### src/rtl/mem_port_arbiter.sv
`default_nettype none
// ============================================================================
// Module   : mem_port_arbiter
// Brief    : Shares one unified memory between fetch and data requesters,
//            inserting WAIT_CYCLES strobe cycles per access. Optional macro
//            MEM_ARB_ROUND_ROBIN_EN swaps fixed data priority for alternation.
// Revision : 1.0 - initial release
// ============================================================================
module mem_port_arbiter #(
  parameter int ADDR_W      = 13,
  parameter int DATA_W      = 8,
  parameter int WAIT_CYCLES = 1
) (
  input  logic              clk,
  input  logic              rst,
  input  logic              if_req,
  input  logic [ADDR_W-1:0] if_addr,
  output logic              if_done,
  output logic [DATA_W-1:0] if_rdata,
  input  logic              dm_req,
  input  logic              dm_we,
  input  logic [ADDR_W-1:0] dm_addr,
  input  logic [DATA_W-1:0] dm_wdata,
  output logic              dm_done,
  output logic [DATA_W-1:0] dm_rdata,
  output logic [ADDR_W-1:0] mem_addr,
  output logic [DATA_W-1:0] mem_wdata,
  output logic              mem_read,
  output logic              mem_write,
  input  logic [DATA_W-1:0] mem_rdata,
  output logic              busy
);

  localparam int c_CNT_W = (WAIT_CYCLES > 1) ? $clog2(WAIT_CYCLES) : 1;
  localparam logic [c_CNT_W-1:0] c_CNT_LOAD = c_CNT_W'(WAIT_CYCLES - 1);

  generate
    if (WAIT_CYCLES < 1) begin : g_wait_check
      $error("mem_port_arbiter: WAIT_CYCLES must be >= 1");
    end
  endgenerate

  typedef enum logic [1:0] {
    S_IDLE   = 2'd0,
    S_ACCESS = 2'd1,
    S_DONE   = 2'd2
  } state_t;

  state_t              r_state;
  state_t              w_state_nxt;
  logic                r_owner_dm;
  logic                r_we;
  logic [ADDR_W-1:0]   r_addr;
  logic [DATA_W-1:0]   r_wdata;
  logic [c_CNT_W-1:0]  r_cnt;
  logic [DATA_W-1:0]   r_if_rdata;
  logic [DATA_W-1:0]   r_dm_rdata;
  logic                w_any_req;
  logic                w_grant_dm;
  logic                w_cnt_zero;
  logic                w_is_write;

  assign w_any_req  = if_req | dm_req;
  assign w_cnt_zero = (r_cnt == '0);
  assign w_is_write = r_owner_dm & r_we;

`ifdef MEM_ARB_ROUND_ROBIN_EN
  // Tie goes to whoever was not served last; a lone request always wins.
  logic r_last_dm;

  assign w_grant_dm = dm_req & (~if_req | ~r_last_dm);

  always_ff @(posedge clk or negedge rst) begin
    if (!rst) begin
      r_last_dm <= 1'b0;
    end else if (r_state == S_IDLE && w_any_req) begin
      r_last_dm <= w_grant_dm;
    end
  end
`else
  // The data access belongs to the instruction already in flight, so it wins.
  assign w_grant_dm = dm_req;
`endif

  always_ff @(posedge clk or negedge rst) begin
    if (!rst) begin
      r_state    <= S_IDLE;
      r_owner_dm <= 1'b1;
      r_we       <= 1'b0;
      r_addr     <= '0;
      r_wdata    <= '0;
      r_cnt      <= '0;
      r_if_rdata <= '0;
      r_dm_rdata <= '0;
    end else begin
      r_state <= w_state_nxt;
      case (r_state)
        S_IDLE: begin
          if (w_any_req) begin
            r_owner_dm <= w_grant_dm;
            r_we       <= w_grant_dm & dm_we;
            r_addr     <= w_grant_dm ? dm_addr : if_addr;
            r_wdata    <= w_grant_dm ? dm_wdata : '0;
            r_cnt      <= c_CNT_LOAD;
          end
        end
        S_ACCESS: begin
          if (w_cnt_zero) begin
            if (!r_owner_dm) begin
              r_if_rdata <= mem_rdata;
            end else if (!r_we) begin
              r_dm_rdata <= mem_rdata;
            end
          end else begin
            r_cnt <= r_cnt - 1'b1;
          end
        end
        default: ;
      endcase
    end
  end

  always_comb begin
    w_state_nxt = r_state;
    mem_addr    = '0;
    mem_wdata   = '0;
    mem_read    = 1'b0;
    mem_write   = 1'b0;
    if_done     = 1'b0;
    dm_done     = 1'b0;
    busy        = 1'b0;
    case (r_state)
      S_IDLE: begin
        if (w_any_req) begin
          w_state_nxt = S_ACCESS;
        end
      end
      S_ACCESS: begin
        busy      = 1'b1;
        mem_addr  = r_addr;
        mem_wdata = r_wdata;
        mem_read  = ~w_is_write;
        mem_write = w_is_write;
        if (w_cnt_zero) begin
          w_state_nxt = S_DONE;
        end
      end
      S_DONE: begin
        busy        = 1'b1;
        if_done     = ~r_owner_dm;
        dm_done     = r_owner_dm;
        w_state_nxt = S_IDLE;
      end
      default: begin
        w_state_nxt = S_IDLE;
      end
    endcase
  end

  assign if_rdata = r_if_rdata;
  assign dm_rdata = r_dm_rdata;

endmodule
`default_nettype wire

### config.mk
export PLATFORM = sky130hd
export DESIGN_NAME = mem_port_arbiter
export DESIGN_NICKNAME = d
export VERILOG_FILES = /design/src/rtl/mem_port_arbiter.sv
export SDC_FILE = /design/constraint.sdc
export NUM_CORES = 1
export LEC_CHECK = 0
export BUFFER_PORTS_ARGS = -buffer_cell sky130_fd_sc_hd__buf_2
export CAP_MARGIN = 20
export CELL_PAD_IN_SITES_DETAIL_PLACEMENT = 1
export CELL_PAD_IN_SITES_GLOBAL_PLACEMENT = 1
export CORE_MARGIN = 1.5
export CORE_UTILIZATION = 31
export DETAILED_ROUTE_END_ITERATION = 8
export GPL_ROUTABILITY_DRIVEN = 0
export PLACE_DENSITY_LB_ADDON = 0.12
export SYNTH_ARGS = -nofsm -noshare
export SYNTH_HDL_FRONTEND = slang
export SYNTH_SLANG_ARGS = --single-unit
### constraint.sdc
create_clock -name clk -period 1.5 [get_ports clk]
set_input_delay 0.225 -clock clk [delete_from_list [all_inputs] [get_ports clk]]
set_output_delay 0.225 -clock clk [all_outputs]
set_load 0.02 [all_outputs]
Yosys cells after proc, flatten, opt, wreduce, memory -nomap -nowiden
Cells that the tools add are included.

word-level totals
  bits of input ports = 47
  logic and storage cells = 43
  register bits = 42

operators by class
  bitwise gates (word level) = 7
  $add $sub $neg = 1
  mux-type cells = 15
  eq/ne operators = 4
  reductions and logical operators = 8

operators by type and width
  cell                                                             number
  13-bit 2-to-1 mux                                                2
  8-bit 2-to-1 mux                                                 2
  1-bit 2-to-1 mux                                                 7
  2-bit AND reduction                                              3
  2-bit 2-to-1 mux                                                 2
  2-bit != test, second input constant                             2
  1-bit NOT                                                        4
  2-bit case mux with 2 select lines                               1
  4-bit AND reduction                                              1
  3-bit AND reduction                                              1
  1-bit bitwise AND                                                2
  2-bit by 1-bit == test with 1-bit output, second input constant  1
  2-bit == test, second input constant                             1
  2-bit zero test                                                  1
  1-bit case mux with 2 select lines                               1
  2-bit nonzero test                                               1
  2-bit OR reduction                                               1
  1-bit OR                                                         1
  1-bit subtractor, second input constant                          1

Longest topological paths before layout
Gate-level depths: netlist of run 1.

  depth in word-level cells = 3
  mapped depth = 7

Worst setup path before layout of run 1
No wires, ideal clock.

  path type = flip-flop to output port
  start = register r_state[1]
  end = output mem_read
  cell stages (with the launch flop) = 4
  buffers on the path = 0
  setup slack = 43 ps
  arrival = 1,232 ps
  cells stage by stage = dfrtp_1 -> inv_1 -> ha_1 -> a21boi_0

between the ends
  longest elaborated chain between the ends = 2

ends and longest elaborated chain
  what                                      line  text
  start, declared                           49    state_t r_state;
  start signal, assigned                    96    r_state <= w_state_nxt;
  2-bit by 1-bit == test with 1-bit output  132   case (r_state)
  1-bit 2-to-1 mux                          132
  end, declared                             28    output logic mem_read,

Every way passes these cells.

Worst setup path after layout of run 1
  start = register r_state[1]
  end = output mem_addr[5]

between the ends
  longest elaborated chain between the ends = 2

ends and longest elaborated chain
  what                                      line  text
  2-bit by 1-bit == test with 1-bit output  132
  13-bit 2-to-1 mux                         132
  end, declared                             26    output logic [ADDR_W-1:0] mem_addr,

Every way passes these cells.

==> results.md, run 1 <==
Timing:
- Across the routed clock network, the largest skew measured is 0.002671 ns.
- The post-route minimum period is 1.591 ns.
- The peak clock frequency supported by timing is 628.5 MHz.
- Across all hold checks on the routed design, the worst slack comes to 0.1566 ns.
- Setup repair after global routing could not meet its margin everywhere.
- The post-route clock period utilization is 106.1%.
- The max-slew violation count was 0.
- The transition time of the tightest slew-check pin is 0.3877 ns.
- Headroom to the max-slew limit came out at 74.15%.
- Setup violations remaining at the end of the flow were counted as 38.
- The final setup slack of the worst path is -0.09111 ns.
- The total count of hold-check failures in the final report was 0.

GRT:
- Global routing used 16.87% of the available tracks.
- The first global-routing pass estimated 8383 µm of wire.
- The aggregate global routing overflow is 0.
- The number of global-route vias before repair was 1687.
- The number of antenna violations at the first check in global routing came to 0.
- Entering global routing, the biggest net connects 28 pins.

Yosys:
- Among all cell types in the netlist, the one instantiated most often is sky130_fd_sc_hd__dfrtp_1.
- Summed over all instances, the cell type with the most area after synthesis is sky130_fd_sc_hd__dfrtp_1.
- The primary flip-flop cell chosen by synthesis mapping is sky130_fd_sc_hd__dfrtp_1.
- The commonest cells after synthesis are sky130_fd_sc_hd__dfrtp_1 (40), sky130_fd_sc_hd__o22ai_1 (24), sky130_fd_sc_hd__and2_1 (23), sky130_fd_sc_hd__mux2_2 (17), sky130_fd_sc_hd__a21oi_1 (13).
- Averaged over all synthesized cells, the footprint is 11.70 µm².
- After synthesis, the share of flip-flops with an asynchronous set or reset is 100.0%.
- Of the post-synthesis cell area, the dominant cell type holds 53.16%.
- The flip-flop and latch count after synthesis is 41.
- The summed instance area of the synthesized netlist is 0.001883 mm².
- The number of enable flip-flop cells after synthesis is 0.
- During synthesis, Yosys emitted a total of 0 warnings.
- The cell count after synthesis came out at 161.
- In the post-synthesis netlist, the biggest area contributors are sky130_fd_sc_hd__dfrtp_1 (53%), sky130_fd_sc_hd__mux2_2 (10%), sky130_fd_sc_hd__o22ai_1 (8.0%), sky130_fd_sc_hd__and2_1 (7.6%), sky130_fd_sc_hd__a22o_1 (4.2%).
- The synthesized net count is 212.
- The count of unique library cells instantiated by Yosys is 25.
- The portion of the post-synthesis area used by sequential elements is 54.55%.

Floorplan:
- The placeable core region is 0.005886 mm².
- Once the floorplan was initialized, standard cells occupied 31.99% of the core.
- The placement row count is 28.
- The die width is 80.94 µm.
- 89 I/O pins were placed.
- Measured along the y axis, the die boundary spans 80.94 µm.
- The die area is 0.006551 mm².

Clock network:
- Counting along the longest clock path gives a buffer depth of 2.
- The number of buffers created by CTS is 5.
- The TritonCTS sink count is 41.
- TritonCTS built the clock tree.
- The insertion delay to the later sink of the worst-skew pair is 0.29 ns.
- After clock tree synthesis, the clock-pin slew on the worst setup and hold paths is 0.08 ns.
- In this run the clock root is driven by a sky130_fd_sc_hd__clkbuf_8.
- The clock tree synthesis step divided the H-tree into 2 levels.

Run:
- The count of max-cap constraint violations is 0.

Outcome:
- The flow ran to the end, but the final reports show violations.
- The checks that failed: negative setup slack.

Cells and area:
- For this run, the post-layout net count is 312.
- The layout cell share with drive strength beyond 1 is 57.25%.
- The finished layout holds 337 standard cells, fillers aside.
- The number of antenna diodes in the final layout is 0.
- The post-route cell area is 0.002890 mm².
- The number of fillers in the final layout is 688.
- From synthesis to final layout, the design area changed by 53.49%.

Power:
- The total power per unit cell area is 2293 mW/mm².
- The worst voltage drop across the vdd grid is 896.6 µV.
- The analysis attributes to cell leakage a power of 0.001424 µW.

Place:
- Port buffering added 88 buffers.
- The post-placement setup slack is -0.03562 ns.
- The cell area after placement is 0.002449 mm².
- The placed instance count is 325.
- Detailed placement ended at an HPWL of 3695 µm.

Detailed routing:
- The remaining routing DRC violations is 0.
- The first detailed-routing pass ran for 3 iterations.
- The per-cell via count in the routed design is 4.872.
- The detailed-route wire length is 5209 µm.
- The count of nets left with antenna violations once routing finished came out at 0.
- The initial DRC count is 24.
- The average wire per cell in the routed design is 15.46 µm.
- The routed layout has 1642 vias.

Worst setup path:
- Data arrives at the worst endpoint at 1.37 ns.
- The startpoint type of the worst setup path is a flip-flop.
- The worst setup path is captured at an output pin.
- The type of the worst setup path is flip-flop to output pin.
- Of all nets on the critical path, the largest fanout is 14.
- The required time of the critical path is 1.27 ns.

Min path:
- The path class of the tightest hold or removal check is input port to flip-flop.
cells in the final DEF (no fill, tap or decap), drive strengths merged, types with 2 or more instances in the layout:
master / synthesis / final
buf: 6 / 102
dfrtp: 40 / 40
o22ai: 24 / 24
and2: 23 / 23
mux2: 17 / 17
a21oi: 13 / 13
a22o: 9 / 9
clkbuf: 4 / 6
nand2: 6 / 6
ha: 4 / 4
inv: 3 / 3
nor2: 2 / 2
a21boi: 2 / 2
worst paths after layout:
check	slack (ns)	startpoint	endpoint	cells past startpoint
setup / recovery	-0.09	r_state[1]	mem_addr[5]	5
min in group asynchronous	0.38	rst	r_wdata[7]	2
setup reg to reg	-0.07	r_state[1]	if_rdata[4]	7
hold reg to reg	0.50	r_wdata[0]	r_wdata[0]	1
max in group asynchronous	0.58	rst	r_owner_dm	3
hold / removal	0.16	dm_wdata[7]	r_wdata[7]	2
flip-flops by register name (all words and copies together), names as in the netlist:
signal,cells
dm_rdata,8
r_state,2
r_wdata,8
r_we,1
if_rdata,8
r_addr,13
r_owner_dm,1
worst max-delay path, stage by stage (launching register included):
cell and delay [ns]:
sky130_fd_sc_hd__dfrtp_1 0.40, sky130_fd_sc_hd__inv_2 0.09, sky130_fd_sc_hd__ha_4 0.17, sky130_fd_sc_hd__buf_8 0.14
sky130_fd_sc_hd__and2_4 0.15, sky130_fd_sc_hd__buf_6 0.11
cell type report:
cell class / count / area, µm² / share of cell area (%)
flip-flops and latches: 41 / 1028 / 35.58
multi-input cells: 107 / 895.9 / 31.00
well taps: 75 / 93.84 / 3.247
inverters: 3 / 11.26 / 0.3896
repair buffers: 103 / 740.7 / 25.63
clock inverters: 2 / 37.54 / 1.299
clock buffers: 6 / 82.58 / 2.857
stage by stage:
stage	util, %	total power [µW]	setup TNS [ns]
final	49.11	6627	-2.104
after global routing	49.11	7079	-6.408
after CTS	48.02	6527	-2.723
after detailed placement	41.60	4908	-0.2356
after global placement	41.60	4864	0
after floorplan	-	3942	0
repair_timing:
action,CTS,global route
setup endpoints to repair,36,64
hold buffers,1,0
pin swaps,3,1
endpoints found under the hold margin,14,0
setup buffers,1,2
gates resized for setup,75,15
where the power goes:
part | switching (µW) | internal (µW)
sequential | 356 | 1660
combinational | 1790 | 1890
clock | 383 | 541
kinds of logic (layout without fill, tap and decap cells):
family	Yosys count	after routing	synth area share, %
AO/OA/AOI/OAI	49	49	16.81
flip-flops	41	41	54.55
AND/OR/NAND/NOR	37	37	11.83
multiplexers	17	17	10.17
buffers and inverters	13	114	3.986
adder cells (fa/ha/maj)	4	4	2.658
metal layers:
layer,GRT usage [%],vias up,part of all wire (%)
li1,-,783,-
met1,21.86,801,45
met2,27.00,52,47
met3,5.169,6,6.1
met4,5.172,0,1.2
met5,0,-,0
Power figures use the tool's default switching activity.
==> inputs of run 2 (changes only) <==
==> constraint.sdc (replaced) <==
create_clock -name clk -period 1.5 [get_ports clk]
set_input_delay 0.3 -clock clk [delete_from_list [all_inputs] [get_ports clk]]
set_output_delay 0.3 -clock clk [all_outputs]
set_load 0.02 [all_outputs]
==> results.md, run 2 (synthesis gave the netlist of run 1 again) <==
Floorplan:
- The height of the die was 80.94 µm (unchanged).
- The placement row count is 28 (unchanged).
- The initial standard-cell utilization of the core was 31.99% (unchanged).
- The die area was 0.006551 mm² (unchanged).
- The number of ports placed on the die boundary came to 89 (unchanged).
- The die width came to 80.94 µm (unchanged).
- The placeable core region is 0.005886 mm² (unchanged).

Cells and area:
- Most frequent cells in the layout: sky130_fd_sc_hd__buf_2 (63), sky130_fd_sc_hd__dfrtp_1 (39), sky130_fd_sc_hd__buf_6 (31), sky130_fd_sc_hd__o22ai_1 (24), sky130_fd_sc_hd__and2_4 (22) (was sky130_fd_sc_hd__buf_2 (64), sky130_fd_sc_hd__dfrtp_1 (39), sky130_fd_sc_hd__buf_6 (26), sky130_fd_sc_hd__o22ai_1 (24)).
- The commonest non-fill, non-tap cell in the layout is sky130_fd_sc_hd__buf_2 (unchanged).
- The flip-flop count of the largest register after layout is 13 (unchanged).
- The number of nets in the final layout is 313 (was 312).
- The number of standard cells in the final layout excluding fillers is 338 (was 337).
- The post-synthesis to final-layout area growth is 56.48% (was 53.49%).
- The register with the most flip-flops is r_addr (unchanged).
- The post-route cell area was 0.002947 mm² (was 0.002890 mm²).
- The number of antenna cells inserted is 0 (unchanged).
- The layout cell share with drive strength beyond 1 was 61.60% (was 57.25%).

Worst setup path:
- The highest fanout seen on the critical path was 5 (was 14).
- The nature of the critical path endpoint is an output pin (unchanged).
- The type of the worst setup path is flip-flop to output pin (unchanged).
- The maximum cell stage delay along the critical path is 0.39 ns (was 0.40 ns).
- The critical path arrival is 1.37 ns (about the same).
- The worst-case register-to-register setup slack is 0.03 ns (was -0.07 ns).
- The startpoint type of the worst setup path was a flip-flop (unchanged).
- List of cells traversed by the critical path: inv_2 > ha_4 > buf_6 > a21boi_4 > buf_6 (was inv_2 > ha_4 > buf_8 > and2_4 > buf_6).
- The critical-path cell with the highest stage delay is sky130_fd_sc_hd__dfrtp_1 (unchanged).
- The critical path's most frequent cell is sky130_fd_sc_hd__buf_6.
- The required time of the critical path is 1.20 ns (was 1.27 ns).

Timing:
- The transition time of the tightest slew-check pin is 0.4590 ns (was 0.3877 ns).
- The number of failing setup endpoints in the final timing report was 26 (was 38).
- Unrepaired setup endpoints after global routing: true (unchanged).
- The max-slew violation count is 0 (unchanged).
- The peak clock frequency supported by timing is 599.9 MHz (was 628.5 MHz).
- The final setup slack of the worst path is -0.1670 ns (was -0.09111 ns).
- The setup TNS is -3.239 ns (was -2.104 ns).
- The post-route minimum period is 1.667 ns (was 1.591 ns).
- The post-route clock period utilization was 111.1% (was 106.1%).
- The worst slew slack as a fraction of its limit was 69.40% (was 74.15%).
- The setup skew after layout came to 0.003425 ns (was 0.002671 ns).
- The total count of hold-check failures in the final report is 0 (unchanged).

Clock network:
- The TritonCTS sink count is 41 (unchanged).
- The TritonCTS clock tree is yes (unchanged).
- The number of buffers created by CTS is 5 (unchanged).
- The clock transition at the registers of the reported paths is 0.08 ns (about the same).
- The library cell used as clock root buffer is sky130_fd_sc_hd__clkbuf_8 (unchanged).
- The insertion delay to the later sink of the worst-skew pair was 0.29 ns (about the same).
- The H-tree depth reported by CTS came to 2 (unchanged).
- The buffer depth of the longest clock path is 2 (unchanged).

Run:
- The count of max-cap constraint violations is 0 (unchanged).

Power:
- The total power per unit cell area is 2317 mW/mm² (was 2293 mW/mm²).
- The cell leakage power came to 0.001444 µW (was 0.001424 µW).
- The worst voltage drop across the vdd grid was 817.9 µV (was 896.6 µV).

Detailed routing:
- The total iterations of the first detailed-routing run is 4 (was 3).
- The per-cell via count in the routed design is 4.920 (was 4.872).
- The initial DRC count is 21 (was 24).
- The remaining routing DRC violations is 0 (unchanged).
- The count of antenna-violating nets left after detailed routing is 0 (unchanged).
- The average wire per cell in the routed design is 15.68 µm (was 15.46 µm).
- The overall via count from detail_route came to 1663 (was 1642).
- The detailed-route wire length is 5300 µm (was 5209 µm).

GRT:
- The aggregate global routing overflow is 0 (unchanged).
- The largest net degree at the start of global routing came to 24 (was 28).
- The number of global-route vias before repair is 1829 (was 1687).
- The first-pass GRT wire length came to 8597 µm (was 8383 µm).
- The global routing usage summed across all routing layers is 17.11% (was 16.87%).
- The number of antenna violations at the first check in global routing is 0 (unchanged).

Min path:
- The worst min-delay path class is input port to flip-flop (unchanged).

Outcome:
- Run status: finished, violations left (unchanged).
- Violations in the final reports: negative setup slack (unchanged).

Place:
- The count of input and output buffers is 88 (unchanged).
- The post-detailed-placement half-perimeter wirelength is 3760 µm (was 3695 µm).
- The placed instance count is 326 (was 325).
- The post-placement setup slack was -0.03288 ns (was -0.03562 ns).
- The cell area after placement came to 0.002456 mm² (was 0.002449 mm²).
## run 2: per-stage QoR
step	utilization (%)	power, µW	hold slack [ns]
floorplan	-	3945	0.004409
global placement	41.73	4891	0.2889
detailed placement	41.73	4949	0.2875
CTS	48.45	6615	0.2244
global route	50.06	7321	0.2241
finish	50.06	6827	0.2341
## run 2: area by class of cell
cell class	instances	area, µm²
Fill cell	665	2939
Tap cell	75	93.84
Inverter	3	11.26
Multi-Input combinational cell	107	934.6
Sequential cell	41	1028
Timing Repair Buffer	104	762.0
Clock buffer	7	86.33
Clock inverter	1	30.03
## run 2: path summary, 6_finish.rpt
| check | startpoint | endpoint | cells after the start |
|---|---|---|---|
| setup / recovery | r_state[1] | mem_read | 5 |
| hold / removal | dm_wdata[7] | r_wdata[7] | 2 |
| min in group asynchronous | rst | r_wdata[1] | 2 |
| max in group asynchronous | rst | if_rdata[5] | 3 |
| hold reg to reg | if_rdata[7] | if_rdata[7] | 1 |
| setup reg to reg | r_state[1] | dm_rdata[2] | 6 |
## run 2: metal layers
metal	wire length [µm]	global-route usage [%]	part of all wire, %
met1	2368	20.94	45
met2	2541	29.50	48
met3	342	4.382	6.5
met4	48	5.172	0.91
met5	0	0	0
## run 2: what timing repair did
action	in CTS	in global routing
hold endpoints to repair	17	0
hold buffers	1	0
setup endpoints to repair	64	65
resized for setup	82	22
setup buffers	2	1
pin swaps	11	1
## run 2: where the power goes
part           total (µW)  switching [µW]  internal [µW]
combinational        3850            1810           2040
sequential           2060             395           1670
clock                 915             373            543
total                6830            2580           4250
## run 2: worst max-delay path: cells and delay by family (launching register included)
family / cells / cell delay (ns)
compound gates: 1 / 0.18
buf+inv: 3 / 0.34
fa+ha+maj: 1 / 0.17
flops: 1 / 0.39
==> inputs of run 3 (changes only) <==
--- a/config.mk
+++ b/config.mk
@@ -14,6 +14,7 @@
 export DETAILED_ROUTE_END_ITERATION = 8
 export GPL_ROUTABILITY_DRIVEN = 0
 export PLACE_DENSITY_LB_ADDON = 0.12
+export REMOVE_ABC_BUFFERS = 1
 export SYNTH_ARGS = -nofsm -noshare
 export SYNTH_HDL_FRONTEND = slang
 export SYNTH_SLANG_ARGS = --single-unit
==> results.md, run 3 (synthesis gave the netlist of run 1 again) <==
Outcome:
- Run status: finished, violations left (unchanged).
- Violations in the final reports: negative setup slack (unchanged).

Power:
- The relative contribution of combinational cells to total power came to 58.3% (was 56.4%).
- The total net switching power is 2605 µW (was 2582 µW).
- The relative contribution of sequential cells to total power was 30.8% (was 30.2%).
- The cell leakage power came to 0.001419 µW (was 0.001444 µW).
- The clock share of power is 10.9% (was 13.4%).
- The total power per unit cell area came to 2268 mW/mm² (was 2317 mW/mm²).
- The cell-internal power came to 4077 µW (was 4245 µW).
- The switching share of power is 38.99% (was 37.82%).
- The worst voltage drop across the vdd grid is 771.3 µV (was 817.9 µV).

Run:
- The count of max-cap constraint violations was 0 (unchanged).

Detailed routing:
- The detailed-route wire length came to 5323 µm (was 5300 µm).
- The average wire per cell in the routed design came to 15.61 µm (was 15.68 µm).
- The overall via count from detail_route is 1644 (was 1663).
- The total iterations of the first detailed-routing run is 4 (unchanged).
- The initial DRC count is 42 (was 21).
- The per-cell via count in the routed design came to 4.821 (was 4.920).
- The remaining routing DRC violations is 0 (unchanged).
- The count of antenna-violating nets left after detailed routing was 0 (unchanged).

Timing:
- The max-slew violation count is 0 (unchanged).
- The worst slew slack as a fraction of its limit is 72.52% (was 69.40%).
- The total count of hold-check failures in the final report is 0 (unchanged).
- The transition time of the tightest slew-check pin is 0.4122 ns (was 0.4590 ns).
- The post-route clock period utilization is 112.9% (was 111.1%).
- The peak clock frequency supported by timing is 590.7 MHz (was 599.9 MHz).
- The final setup slack of the worst path is -0.1930 ns (was -0.1670 ns).
- Unrepaired setup endpoints after global routing: true (unchanged).
- The minimum hold slack is 0.2346 ns (was 0.2341 ns).
- The setup skew after layout is 0.009806 ns (was 0.003425 ns).
- The post-route minimum period is 1.693 ns (was 1.667 ns).
- The number of failing setup endpoints in the final timing report was 42 (was 26).

Worst setup path:
- The critical path arrival is 1.39 ns (was 1.37 ns).
- The highest fanout seen on the critical path is 5 (unchanged).
- The type of the worst setup path is flip-flop to output pin (unchanged).
- The length in cells of the worst reg-to-reg path is 7 (was 6).
- The maximum cell stage delay along the critical path is 0.45 ns (was 0.39 ns).
- The critical path buffer and inverter count came to 2 (was 3).
- The critical path's most frequent cell was sky130_fd_sc_hd__buf_6 (unchanged).
- List of cells traversed by the critical path: ha_4 > buf_6 > and3_2 > buf_6 (was inv_2 > ha_4 > buf_6 > a21boi_4 > buf_6).
- The required time of the critical path is 1.20 ns (about the same).
- The cell class contributing the biggest share of worst-path delay is flip-flops (unchanged).
- The cell depth of the worst setup path came to 4 (was 5).
- The startpoint type of the worst setup path is a flip-flop (unchanged).
- The critical-path cell with the highest stage delay is sky130_fd_sc_hd__dfrtp_2 (was sky130_fd_sc_hd__dfrtp_1).
- The nature of the critical path endpoint is an output pin (unchanged).

Cells and area:
- The number of antenna cells inserted is 0 (unchanged).
- The post-layout utilization of the core is 50.06% (unchanged).
- The layout cell share with drive strength beyond 1 is 60.90% (was 61.60%).
- The flip-flop count of the largest register after layout is 13 (unchanged).
- Most frequent cells in the layout: sky130_fd_sc_hd__buf_2 (62), sky130_fd_sc_hd__dfrtp_1 (39), sky130_fd_sc_hd__buf_6 (21), sky130_fd_sc_hd__buf_4 (20), sky130_fd_sc_hd__o22ai_1 (15) (was sky130_fd_sc_hd__buf_2 (63), sky130_fd_sc_hd__dfrtp_1 (39), sky130_fd_sc_hd__buf_6 (31), sky130_fd_sc_hd__o22ai_1 (24), sky130_fd_sc_hd__and2_4 (22)).
- The post-synthesis to final-layout area growth is 56.48% (unchanged).
- The commonest non-fill, non-tap cell in the layout was sky130_fd_sc_hd__buf_2 (unchanged).
- The number of nets in the final layout was 316 (was 313).
- The register with the most flip-flops was r_addr (unchanged).

Place:
- The count of input and output buffers is 88 (unchanged).
- The post-placement setup slack is -0.1087 ns (was -0.03288 ns).
- The post-detailed-placement half-perimeter wirelength is 3774 µm (was 3760 µm).

GRT:
- The number of global-route vias before repair came to 1733 (was 1829).
- The aggregate global routing overflow is 0 (unchanged).
- The largest net degree at the start of global routing was 26 (was 24).
- The first-pass GRT wire length is 8397 µm (was 8597 µm).
- The global routing usage summed across all routing layers is 16.92% (was 17.11%).
- The number of antenna violations at the first check in global routing is 0 (unchanged).

Clock network:
- The TritonCTS clock tree was yes (unchanged).
- The clock transition at the registers of the reported paths was 0.08 ns (about the same).
- The H-tree depth reported by CTS was 2 (unchanged).
- The library cell used as clock root buffer is sky130_fd_sc_hd__clkbuf_8 (unchanged).
- The number of buffers created by CTS was 5 (unchanged).
- The insertion delay to the later sink of the worst-skew pair is 0.29 ns (about the same).
- The buffer depth of the longest clock path is 2 (unchanged).
- The TritonCTS sink count is 41 (unchanged).

Floorplan:
- The number of ports placed on the die boundary is 89 (unchanged).
- The placeable core region is 0.005886 mm² (unchanged).
- The initial standard-cell utilization of the core came to 31.99% (unchanged).
- The die area was 0.006551 mm² (unchanged).
- The die width is 80.94 µm (unchanged).
- The placement row count is 28 (unchanged).
- The height of the die is 80.94 µm (unchanged).

Min path:
- The worst min-delay path class is input port to flip-flop (unchanged).
- The worst hold path stage count is 2 (unchanged).
## run 3: per-stage QoR
stage / TNS (ns) / total power (µW) / cell area (µm²) / std cells
2_1_floorplan: -4.845 / 3825 / 1819 / 151
3_3_place_gp: -0.1456 / 4914 / 2469 / 326
3_5_place_dp: -1.683 / 4966 / 2469 / 326
4_1_cts: -5.872 / 6398 / 2818 / 340
5_1_grt: -8.203 / 7141 / 2947 / 341
6_report: -5.336 / 6683 / 2947 / 341
## run 3: worst paths after layout
kind,start,to,slack [ns]
max in group asynchronous,rst,r_state[0],0.54
max reg2reg,r_state[1],if_rdata[2],-0.10
min reg2reg,r_wdata[0],r_wdata[0],0.49
min in group asynchronous,rst,r_addr[7],0.48
min,dm_wdata[5],r_wdata[5],0.23
max,r_state[0],mem_write,-0.19
## run 3: power by group through the flow
| stage | clock, µW | combinational [µW] | sequential, µW |
|---|---|---|---|
| detailed placement | 0 | 2970 | 2000 |
| CTS | 758 | 3620 | 2020 |
| finish | 726 | 3900 | 2060 |
| global placement | 0 | 2920 | 1990 |
| floorplan | 0 | 1610 | 2210 |
| global route | 808 | 4210 | 2120 |
## run 3: repair_timing
action,CTS,global route
buffers inserted,4,2
pin swaps,3,5
cloned,1,0
hold buffers,1,0
gates resized for setup,69,28
hold endpoints to repair,15,0
endpoints found under the setup margin,64,50
## run 3: final cells by class
type	instances	area, µm²
fill	674	2939
sequential	41	1028
multi-input combinational	107	955.9
timing repair buffer	107	762.0
tap	75	93.84
clock buffer	8	90.09
inverter	3	16.27
## run 3: worst register-to-register path: cells and delay by family (launching register included)
kind / cells / cell delay (ns)
adders and majority gates: 1 / 0.19
buffers and inverters: 4 / 0.48
and+or+nand+nor: 1 / 0.14
muxes: 1 / 0.31
DFF: 1 / 0.39
## run 3: metal layers
layer  track usage [%]  routed length, µm  part of all wire [%]
met5                 0                  0                     0
met4             4.655                 58                   1.1
met3             4.270                283                   5.3
met1             21.30               2288                    43
met2             28.75               2692                    51
